<file path="src/rtl/hazard_unit_cfg.sv">
// Hazard unit for the 5-stage RV32I pipeline.
// Provides EX-stage operand forwarding, multi-cycle load-use stalls and
// control-flow handling. Control flow uses either an always-stall branch shadow
// (BR_MODE 0) or predict-not-taken with a flush on redirect (BR_MODE 1).
// A bubble counter tracks the number of cycles that have any stall or flush active.
module hazard_unit_cfg #(
  parameter int unsigned BR_MODE      = 0,
  parameter int unsigned BR_RES_LAT   = 2,
  parameter int unsigned LD_STALL_CYC = 1,
  parameter int unsigned CNT_W        = 32
) (
  input  logic             i_clk,
  input  logic             i_reset,
  input  logic [6:0]       i_opcode_if,
  input  logic             i_valid_if,
  input  logic [4:0]       i_rs1_d,
  input  logic [4:0]       i_rs2_d,
  input  logic [4:0]       i_rs1_e,
  input  logic [4:0]       i_rs2_e,
  input  logic [4:0]       i_ex_rd,
  input  logic [4:0]       i_mem_rd,
  input  logic [4:0]       i_wb_rd,
  input  logic             i_ex_regwrite,
  input  logic             i_mem_regwrite,
  input  logic             i_wb_regwrite,
  input  logic             i_ex_is_load,
  input  logic             i_redirect,
  output logic             o_stall_f,
  output logic             o_stall_d,
  output logic             o_flush_d,
  output logic             o_flush_e,
  output logic             o_flush_mem,
  output logic [1:0]       o_forward_a,
  output logic [1:0]       o_forward_b,
  output logic             o_br_pending,
  output logic [CNT_W-1:0] o_bubble_cnt
);

  localparam logic [6:0] OP_BRANCH = 7'b1100011;
  localparam logic [6:0] OP_JAL    = 7'b1101111;
  localparam logic [6:0] OP_JALR   = 7'b1100111;
  localparam logic [1:0] FWD_RF    = 2'b00;
  localparam logic [1:0] FWD_MEM   = 2'b10;
  localparam logic [1:0] FWD_WB    = 2'b01;

  // Reject unsupported configurations at elaboration
  if (BR_MODE > 1) begin : g_bad_mode
    $error("hazard_unit_cfg: BR_MODE must be 0 or 1");
  end
  if (BR_RES_LAT != 2 && BR_RES_LAT != 3) begin : g_bad_lat
    $error("hazard_unit_cfg: BR_RES_LAT must be 2 or 3");
  end
  if (LD_STALL_CYC < 1 || LD_STALL_CYC > 3) begin : g_bad_ld
    $error("hazard_unit_cfg: LD_STALL_CYC must be in 1..3");
  end
  if (CNT_W < 1) begin : g_bad_cnt
    $error("hazard_unit_cfg: CNT_W must be at least 1");
  end

  typedef enum logic [0:0] {
    ST_IDLE   = 1'b0,
    ST_SHADOW = 1'b1
  } state_e;

  state_e           state_q, state_d;
  logic [1:0]       sh_cnt_q, sh_cnt_d;
  logic [1:0]       ld_cnt_q, ld_cnt_d;
  logic [CNT_W-1:0] bubble_cnt_q, bubble_cnt_d;

  logic       ctrl_if_c;
  logic       ld_hit_c;
  logic       ld_stall_c;
  logic       redirect_m1_c;
  logic       stall_f_c, stall_d_c, flush_d_c, flush_e_c, flush_mem_c;
  logic       any_bubble_c;
  logic [1:0] fwd_a_c, fwd_b_c;

  // Operand forwarding: MEM result takes priority over WB; x0 is never forwarded
  always_comb begin
    fwd_a_c = FWD_RF;
    fwd_b_c = FWD_RF;
    if (i_mem_regwrite && (i_mem_rd != 5'd0) && (i_mem_rd == i_rs1_e)) begin
      fwd_a_c = FWD_MEM;
    end else if (i_wb_regwrite && (i_wb_rd != 5'd0) && (i_wb_rd == i_rs1_e)) begin
      fwd_a_c = FWD_WB;
    end
    if (i_mem_regwrite && (i_mem_rd != 5'd0) && (i_mem_rd == i_rs2_e)) begin
      fwd_b_c = FWD_MEM;
    end else if (i_wb_regwrite && (i_wb_rd != 5'd0) && (i_wb_rd == i_rs2_e)) begin
      fwd_b_c = FWD_WB;
    end
  end

  // Hazard detection terms
  always_comb begin
    ctrl_if_c     = i_valid_if && ((i_opcode_if == OP_BRANCH) ||
                                   (i_opcode_if == OP_JAL)    ||
                                   (i_opcode_if == OP_JALR));
    ld_hit_c      = i_ex_is_load && i_ex_regwrite && (i_ex_rd != 5'd0) &&
                    ((i_ex_rd == i_rs1_d) || (i_ex_rd == i_rs2_d));
    ld_stall_c    = ld_hit_c || (ld_cnt_q != 2'd0);
    redirect_m1_c = (BR_MODE == 1) && i_redirect;
  end

  // Load-use bubble counter; a predicted-path redirect discards the pending stall
  always_comb begin
    ld_cnt_d = ld_cnt_q;
    if (redirect_m1_c) begin
      ld_cnt_d = 2'd0;
    end else if (ld_cnt_q != 2'd0) begin
      ld_cnt_d = ld_cnt_q - 2'd1;
    end else if (ld_hit_c) begin
      ld_cnt_d = 2'(LD_STALL_CYC - 1);
    end
  end

  // Branch-shadow FSM next state and the stall/flush controls
  always_comb begin
    state_d     = state_q;
    sh_cnt_d    = sh_cnt_q;
    stall_f_c   = 1'b0;
    stall_d_c   = 1'b0;
    flush_d_c   = 1'b0;
    flush_e_c   = 1'b0;
    flush_mem_c = 1'b0;

    if (BR_MODE == 0) begin
      case (state_q)
        ST_IDLE: begin
          if (ctrl_if_c && !ld_stall_c) begin
            state_d  = ST_SHADOW;
            sh_cnt_d = 2'(BR_RES_LAT);
          end
        end
        ST_SHADOW: begin
          // A load stall holds the branch in ID, so the shadow is frozen
          if (!ld_stall_c) begin
            if (sh_cnt_q > 2'd1) begin
              stall_f_c = 1'b1;
              flush_d_c = 1'b1;
              sh_cnt_d  = sh_cnt_q - 2'd1;
            end else begin
              flush_d_c = i_redirect;
              if (BR_RES_LAT == 3) begin
                flush_e_c = i_redirect;
              end
              sh_cnt_d = 2'd0;
              state_d  = ST_IDLE;
            end
          end
        end
        default: begin
          state_d  = ST_IDLE;
          sh_cnt_d = 2'd0;
        end
      endcase
    end

    if (ld_stall_c) begin
      stall_f_c = 1'b1;
      stall_d_c = 1'b1;
      flush_e_c = 1'b1;
    end

    // Wrong-path squash wins over any load stall
    if (redirect_m1_c) begin
      stall_f_c   = 1'b0;
      stall_d_c   = 1'b0;
      flush_d_c   = 1'b1;
      flush_e_c   = 1'b1;
      flush_mem_c = (BR_RES_LAT == 3);
    end
  end

  // Bubble counter next value, wrapping naturally at 2^CNT_W
  always_comb begin
    any_bubble_c = stall_f_c || stall_d_c || flush_d_c || flush_e_c || flush_mem_c;
    bubble_cnt_d = bubble_cnt_q;
    if (any_bubble_c) begin
      bubble_cnt_d = bubble_cnt_q + CNT_W'(1);
    end
  end

  // State registers
  always_ff @(posedge i_clk or posedge i_reset) begin
    if (i_reset) begin
      state_q      <= ST_IDLE;
      sh_cnt_q     <= 2'd0;
      ld_cnt_q     <= 2'd0;
      bubble_cnt_q <= '0;
    end else begin
      state_q      <= state_d;
      sh_cnt_q     <= sh_cnt_d;
      ld_cnt_q     <= ld_cnt_d;
      bubble_cnt_q <= bubble_cnt_d;
    end
  end

  // Outputs are forced low for as long as reset is held
  always_comb begin
    o_stall_f    = stall_f_c   && !i_reset;
    o_stall_d    = stall_d_c   && !i_reset;
    o_flush_d    = flush_d_c   && !i_reset;
    o_flush_e    = flush_e_c   && !i_reset;
    o_flush_mem  = flush_mem_c && !i_reset;
    o_forward_a  = i_reset ? FWD_RF : fwd_a_c;
    o_forward_b  = i_reset ? FWD_RF : fwd_b_c;
    o_br_pending = (state_q == ST_SHADOW) && !i_reset;
    o_bubble_cnt = bubble_cnt_q;
  end

endmodule

</file>
<file path="config.mk">
export PLATFORM = sky130hd
export DESIGN_NAME = hazard_unit_cfg
export DESIGN_NICKNAME = d
export VERILOG_FILES = /design/src/rtl/hazard_unit_cfg.sv
export SDC_FILE = /design/constraint.sdc
export NUM_CORES = 1
export LEC_CHECK = 0
export BUFFER_PORTS_ARGS = -buffer_cell sky130_fd_sc_hd__buf_2
export CAP_MARGIN = 20
export CELL_PAD_IN_SITES_DETAIL_PLACEMENT = 2
export CELL_PAD_IN_SITES_GLOBAL_PLACEMENT = 2
export CORE_MARGIN = 5
export CORE_UTILIZATION = 25
export DETAILED_ROUTE_END_ITERATION = 16
export GPL_ROUTABILITY_DRIVEN = 0
export PLACE_DENSITY_LB_ADDON = 0.05
export RECOVER_POWER = 25
export SYNTH_ARGS = -nofsm -noshare
export SYNTH_HDL_FRONTEND = slang
export SYNTH_SLANG_ARGS = --single-unit
</file>
<file path="constraint.sdc">
create_clock -name i_clk -period 2 [get_ports i_clk]
set_clock_uncertainty 0.15 [all_clocks]
set_input_delay 0.1 -clock i_clk [delete_from_list [all_inputs] [get_ports i_clk]]
set_output_delay 0.1 -clock i_clk [all_outputs]
set_load 0.005 [all_outputs]
</file>
* Yosys cells after proc, flatten, opt, wreduce, memory -nomap -nowiden
Index checks and enable logic that the tools add are counted.
** Word-level totals
- Bits in registers :: 37
- Output and inout port bits :: 42
** Cells by class
- $add $sub $neg :: 3
- Order comparisons :: 1
- Eq/ne operators :: 11
- Multiplexer cells :: 22
- Bitwise gates (word level) :: 1
- Reduce and logical (&&, ||, !) cells :: 30
** Operator list (count)
- $add 32x1->32 const B :: 1
- $eq 5x5->1 :: 6
- $eq 7x7->1 const B :: 3
- $mux 2 :: 9
- $logic_and 1x1->1 :: 15
- $reduce_bool 5->1 :: 3
- $mux 1 :: 11
- $logic_or 1x1->1 :: 7
- $ne 2x2->1 const B :: 2
- $pmux 2 s2 :: 1
- $reduce_bool 2->1 :: 2
- $sub 2x1->2 const B :: 2
- $gt 2x1->1 const B :: 1
- $logic_not 1->1 :: 2
- $pmux 1 s2 :: 1
- $reduce_and 2->1 :: 1
- $not 1->1 :: 1

* Depth between registers and ports, before layout
Gate-level depths: netlist of the first run.
- Depth in word-level cells :: 8
- Gate-level depth with buffers :: 8

* Worst setup path after synthesis of the first run
No wires, ideal clock.
- Kind :: input port to output port
- Start :: input i_reset
- End :: output o_forward_a[0]
- Arrival time :: 1.853 ns
- Slack :: -0.103 ns
- Cell stages on the path :: 4
- Cell sequence :: inv_1 o211ai_1 or4_1 nor4_1
** Between the ends
- Cells in the longest elaborated chain, start to end :: 1
** RTL lines
- start: declaration :: line 13 : input logic i_reset,
- $mux 2 :: line 206 : o_forward_a = i_reset ? FWD_RF : fwd_a_c;
- end: declaration :: line 33 : output logic [1:0] o_forward_a,
Every way passes these cells.

* Worst setup path in the final report of the first run
- Start :: input i_mem_rd[1]
- End :: output o_forward_b[0]
** Between the ends
- Cells in the longest elaborated chain, start to end :: 5
- Elaborated cells between the ends (all ways) :: 6
** RTL lines
- start: declaration :: line 21 : input logic [4:0] i_mem_rd,
- $reduce_bool 5->1 :: line 87 : if (i_mem_regwrite && (i_mem_rd != 5'd0) && (i_mem_rd == i_rs2_e)) begin
- $logic_and 1x1->1 :: line 87
- $logic_and 1x1->1 (*) :: line 87
- $mux 2 (*) :: line 87
- $mux 2 (*) :: line 207 : o_forward_b = i_reset ? FWD_RF : fwd_b_c;
- end: declaration :: line 34 : output logic [1:0] o_forward_b,
Mark *: on every way between the ends. The rest lies on a longest branch, timed or not.

==> results of run 1 <==
==> cell type report <==
class,count,area [um^2]
timing repair buffer,105,543
clock inverter,2,10.0
sequential,37,926
clock buffer,6,72.6
multi-input combinational,171,1230
tap,108,135
fill,1020,5740
inverter,3,15.0
==> kinds of logic after synthesis <==
group           count (synthesis)  synth area share [%]
flops                          37                  42.0
simple gates                   92                  24.3
fa+ha+maj                       1                 0.567
xor+xnor                       61                  24.2
other cells                     1                 0.170
buf+inv                         9                  2.33
compound gates                 16                  6.41
==> Yosys cell counts, types with 2 or more instances <==
cell type,count,area (um^2)
and4_1,2,17.5
buf_4,2,15.0
xnor2_1,45,394
a22o_1,2,17.5
nor3_1,6,30.0
nand4_2,2,25.0
nor2_1,8,30.0
buf_2,2,10.0
a21oi_1,2,10.0
nand3_2,5,50.1
and3_1,7,43.8
nand3_1,14,70.1
nand4b_1,2,17.5
nand4_1,10,62.6
nand2_1,18,67.6
or4_1,4,30.0
nor4_1,4,25.0
dfrtp_1,37,926
nor2b_1,3,18.8
o21ai_0,3,15.0
xor2_1,16,140
inv_1,3,11.3
and2_1,3,18.8
==> routing by layer <==
layer / GRT usage [%] / vias up / share of wire (%)
li1: - / 968 / -
met1: 16.8 / 983 / 46
met2: 21.0 / 51 / 49
met3: 3.60 / 4 / 4.5
met4: 2.50 / 0 / 0.62
met5: 0 / - / 0
==> repair_timing <==
item | 4_1_cts | 5_1_grt
hold endpoints to repair | 37 | 0
resized for setup | 0 | 2
hold buffers | 1 | 0
buffers inserted | 0 | 0
setup endpoints to repair | 0 | 5
==> worst max-delay path by stage <==
| stage | slack (ps) | cells past startpoint | startpoint | to |
|---|---|---|---|---|
| 2_1_floorplan | 270 | 5 | i_ex_rd[0] | o_bubble_cnt[13] |
| 3_3_place_gp | 120 | 6 | o_bubble_cnt[13] | o_bubble_cnt[21] |
| 3_5_place_dp | 80 | 6 | i_ex_rd[0] | o_bubble_cnt[25] |
| 4_1_cts | 120 | 6 | o_bubble_cnt[13] | o_bubble_cnt[21] |
| 5_1_grt | 6 | 6 | o_bubble_cnt[19] | o_bubble_cnt[31] |
| 6_report | 150 | 6 | i_mem_rd[1] | o_forward_b[0] |
==> worst register-to-register path, stage by stage, from the launching register on <==
cell	delay [ps]
dfrtp_1	390
ha_1	210
nand2_1	70
nor2_1	170
and2_4	170
a21bo_4	260
nand4_1	160
xnor2_1	150
==> flip-flops by register name (all words and copies together), names as in the netlist <==
signal	count
state_q	1
ld_cnt_q	2
o_bubble_cnt	32
sh_cnt_q	2
==> stage by stage <==
stage	total power, W	utilization [%]
after global routing	0.00177	33.8
after detailed placement	0.00118	32.9
final	0.00166	33.8
after CTS	0.00170	34.0
after floorplan	0.000999	-
after global placement	0.00117	32.9
==> placed cells by master (no fill, tap or decap), drive strengths merged, types with 7 or more instances in the layout <==
cell type and instances:
nand2 18, and3 7, dfrtp 37, nor2 8
clkbuf 22, buf 88, nand3 19, xnor2 45
xor2 16, nand4 12
==> power breakdown <==
| group | leakage (nW) | total, W | switching [W] | internal (W) |
|---|---|---|---|---|
| registers | 0.484 | 0.000841 | 0.0000507 | 0.000790 |
| logic | 0.804 | 0.000310 | 0.000154 | 0.000156 |
| clock network | 0.0450 | 0.000513 | 0.000271 | 0.000242 |
| total | 1.33 | 0.00166 | 0.000475 | 0.00119 |
==> impl_metrics.tcl, run 1 <==
set metrics [dict create \
    route.detailed.drc 0 \
    placedCellCount 423 \
    first_global_vias 2273 \
    grt_start_max_net_pins 38 \
    number_of_vias_per_cell 4.64 \
    synth_enable_flop_cells 0 \
    htreeDepth 2 \
    synth_seq_area_share_pct 42.0 \
    diode_count 0 \
    p_leak_nw 1.33 \
    layout-area-overhead-vs-synth_pct 33.1 \
    cts.root.buffer_cell "clkbuf_8" \
    global_route_wire_length_before_repair_um 11500 \
    synth.yosys.warnings 0 \
    worstSetupPathType "in -> out" \
    hold_path.startpoint "i_opcode_if[4]" \
    detailed_place_hpwl_um 5440 \
    worst-r2r-setup-slack_ps 180 \
    worstPathMaxFanout 3 \
    capture_endpoint_of_the_worst_hold_path "sh_cnt_q[1]" \
    clock_tree.buffer_depth 2 \
    maxCapViolCount 0 \
    cts_sinks 37 \
    grt_overflow 0 \
    synth_seq_cells 37 \
    rsz_0062_raised_after_global_routing "no" \
    dieHeight_um 104 \
    fin_crit_sh_pct 92.6 \
    nets 374 \
    io_buffer_count 90 \
    post_synthesis_net_count 268 \
    instances_no_fill 432 \
    fin_setup_tns_ps 0 \
    postLayoutSetupSlackWorst_ps 148 \
    tightestPinTransition_ps 949 \
    power_per_cell_area_mw_per_mm2 567 \
    worst_ep_arrival_time_ps 1600 \
    clkSlewWorstSetupHoldPaths_ps 70 \
    worst_slew_margin_rel_pct 36.8 \
    power.ir.vdd_worst_mv 0.314 \
    placement_rows 34 \
    route.final.wire_length_um 6730 \
    ys_async_sr_fraction_pct 100 \
    initial_utilization_pct 25.4 \
    crit_path_start_kind "input port" \
    global_route.usage.total_pct 12.8 \
    worstPathCellList "buf_2 -> or4_1 -> o21ai_0 -> nor3_1 -> nor4_1 -> buf_2" \
    synth_area_per_cell_um2 10.2 \
    clock_insertion_delay_worst_skew_ps 280 \
    run_status "complete, no violations" \
    post_place_cell_area_mm2 0.00286 \
    die_area_mm2 0.0108 \
    timing_max_transition_violations_final 0 \
    yosys_most_used_dff "dfrtp_1" \
    timing.critical_path.to_type "output pin" \
    stdcell_area_mm2 0.00294 \
    detailroute.via_count 2006 \
    die_x_um 104 \
    crit_top_cell "buf_2" \
    number_of_drc_markers_in_iteration_0 22 \
    layout-drive-gt1-share_pct 33.6 \
    cts_tree "yes" \
    slowest_delay_ps 530 \
    timing.rr.start "o_bubble_cnt[1]" \
    cp_top_family "simple AND/OR/NAND/NOR gates" \
    hold_depth 4 \
    pre_cts_slack_ps 82.7 \
    postSynthCellCount 217 \
    ys_types 40 \
    mappedNetlistArea_mm2 0.00220 \
    worstRegToRegCells 7 \
    total_of_endpoints_with_negative_setup_slack_in_the_final_report 0 \
    timing.final.hold_violations 0 \
    antenna_found_initial 0 \
    min_path_type "in -> reg" \
    first_pass_iters 4 \
    required_time_of_the_critical_path_ps 1750 \
    timing.rr.end "o_bubble_cnt[28]" \
    final_hold_slack_ps 174 \
    period_needed_ps 1850 \
    drt.antenna.violating_nets 0 \
    io-pin-count 92 \
    timing.critical_path.buf_inv 2 \
    critical_path.slowest_cell "or4_1" \
    route.detailed.wl_per_inst_um 15.6 \
    core_area_mm2 0.00868 \
    cts_made_buffers 5 \
    max_freq_mhz 540 \
]
Note: power is estimated with default switching activity, not from simulation.
==> run 2: changes to the inputs <==
- clock period: 2 -> 1.7 ns (I/O delays scaled with it)
==> impl_metrics.tcl, run 2 (synthesis results as in run 1) <==
set metrics [dict create \
    run_status "complete, no violations" \
    core_area_mm2 0.00868 \
    htreeDepth 2 \
    net-switching-power_w 0.000644 \
    total_of_endpoints_with_negative_setup_slack_in_the_final_report 0 \
    combPwrFrac_pct 22.9 \
    critPathCapture "o_flush_d" \
    placement_rows 34 \
    drt.antenna.violating_nets 0 \
    placedCellCount 459 \
    layout.cells.most_common_list "81 x buf_2, 52 x buf_4, 44 x xnor2_1, 37 x dfrtp_1, 16 x xor2_1" \
    clock_insertion_delay_worst_skew_ps 300 \
    worstRegToRegCells 7 \
    stdcell_area_mm2 0.00354 \
    tightestPinTransition_ps 887 \
    startpoint "i_ex_rd[1]" \
    io-pin-count 92 \
    power.total_w 0.00229 \
    timing.rr.end "o_bubble_cnt[6]" \
    sequentialPowerShare_pct 42.2 \
    worst_slew_margin_rel_pct 40.9 \
    nets 421 \
    power_per_cell_area_mw_per_mm2 647 \
    timing.rr.start "o_bubble_cnt[0]" \
    global_route_wire_length_before_repair_um 13000 \
    first_global_vias 2516 \
    power.share.switching_pct 28.1 \
    maxCapViolCount 0 \
    final_hold_slack_ps 151 \
    min_path_type "in -> reg" \
    dieHeight_um 104 \
    count_of_filler_cells_inserted_in_the_layout 1010 \
    io_buffer_count 90 \
    post_place_cell_area_mm2 0.00315 \
    fin_crit_sh_pct 99.0 \
    worst-r2r-setup-slack_ps 40 \
    max_freq_mhz 594 \
    crit_path_start_kind "input port" \
    clkSlewWorstSetupHoldPaths_ps 80 \
    largest_register_ffs 32 \
    detailroute.via_count 2167 \
    grt_overflow 0 \
    timing.critical_path.to_type "output pin" \
    timing_max_transition_violations_final 0 \
    cts_tree "yes" \
    final_common_cell "buf_2" \
    number_of_vias_per_cell 4.52 \
    pre_cts_slack_ps -184 \
    power.ir.vdd_worst_mv 0.403 \
    clockPowerShare_pct 34.9 \
    worstPathMaxFanout 4 \
    die_area_mm2 0.0108 \
    cts_sinks 37 \
    worstSetupPathType "in -> out" \
    detailed_place_hpwl_um 5910 \
    first_pass_iters 4 \
    route.final.wire_length_um 7740 \
    clock_tree.buffer_depth 2 \
    global_route.usage.total_pct 14.7 \
    timing.final.hold_violations 0 \
    layout-area-overhead-vs-synth_pct 60.7 \
    diode_count 0 \
    postLayoutSetupSlackWorst_ps 16.7 \
    antenna_found_initial 0 \
    initial_utilization_pct 25.4 \
    cts_made_buffers 5 \
    intPower_w 0.00165 \
    period_needed_ps 1680 \
    worst_ep_arrival_time_ps 1450 \
    number_of_drc_markers_in_iteration_0 46 \
    grt_start_max_net_pins 38 \
    route.detailed.drc 0 \
    instances_no_fill 479 \
    route.detailed.wl_per_inst_um 16.2 \
    rsz_0062_raised_after_global_routing "yes" \
    p_leak_nw 1.69 \
    layout-drive-gt1-share_pct 52.6 \
    cts.root.buffer_cell "clkbuf_8" \
    die_x_um 104 \
    required_time_of_the_critical_path_ps 1460 \
]
==> run 2: changes by cell type in the layout (fill, tap and decap cells not counted), sizes merged <==
| cell | before | now |
|---|---|---|
| clkinvlp | 1 | 2 |
| a21bo | 1 | 2 |
| buf | 88 | 143 |
| clkbuf | 22 | 12 |
| bufinv | 0 | 1 |
| clkinv | 2 | 1 |
==> run 2: power by group through the flow <==
stage	combinational [W]	sequential [W]	clock, W
after floorplan	0.000175	0.00100	0
after global placement	0.000474	0.000979	0
after detailed placement	0.000487	0.000984	0
after CTS	0.000507	0.000967	0.000834
after global routing	0.000592	0.000978	0.000873
final	0.000525	0.000969	0.000799
==> run 2: per-layer routing <==
metal  wire length, um  vias to the layer above  track usage, %
li1                  -                     1067               -
met1              3420                     1040            18.8
met2              3950                       56            25.2
met3               324                        4            3.66
met4                41                        0            3.05
met5                 0                        -               0
==> run 2: critical path, cell delays in order <==
cell and delay [ps]:
buf_6 90, or3_4 370, o311a_4 380, a21boi_4 150
buf_6 120, o211a_1 130, buf_2 110
==> run 2: area by class of cell <==
cell class	instances	area [um^2]	area share [%]
multi-input cells	172	1400	39.4
repair buffers	151	958	27.0
flip-flops and latches	37	926	26.1
well taps	108	135	3.81
clock inverters	3	46.3	1.31
inverters	3	12.5	0.353
clock buffers	5	68.8	1.94
==> run 2: stage by stage <==
| stage | util [%] | TNS (ps) |
|---|---|---|
| 6_report | 40.8 | 0 |
| 5_1_grt | 40.8 | -647 |
| 4_1_cts | 38.9 | -19.3 |
| 3_5_place_dp | 36.2 | -3500 |
| 3_3_place_gp | 36.2 | -2550 |
| 2_1_floorplan | - | 0 |
==> run 2: worst min-delay path by stage <==
| stage | start | end | slack, ps | depth (start not counted) |
|---|---|---|---|---|
| 5_1_grt | i_opcode_if[4] | state_q | 160 | 4 |
| 3_3_place_gp | i_reset | sh_cnt_q[0] | 190 | 3 |
| 6_report | i_opcode_if[4] | state_q | 150 | 4 |
| 3_5_place_dp | i_reset | sh_cnt_q[0] | 210 | 3 |
| 2_1_floorplan | i_reset | ld_cnt_q[0] | -100 | 1 |
| 4_1_cts | i_opcode_if[4] | state_q | 130 | 4 |
==> run 2: repair_timing <==
item | 4_1_cts | 5_1_grt
resized for setup | 15 | 32
pin swaps | 7 | 17
endpoints found under the hold margin | 37 | 0
cloned | 1 | 0
buffers inserted | 4 | 6
endpoints found under the setup margin | 25 | 30
hold buffers | 1 | 0
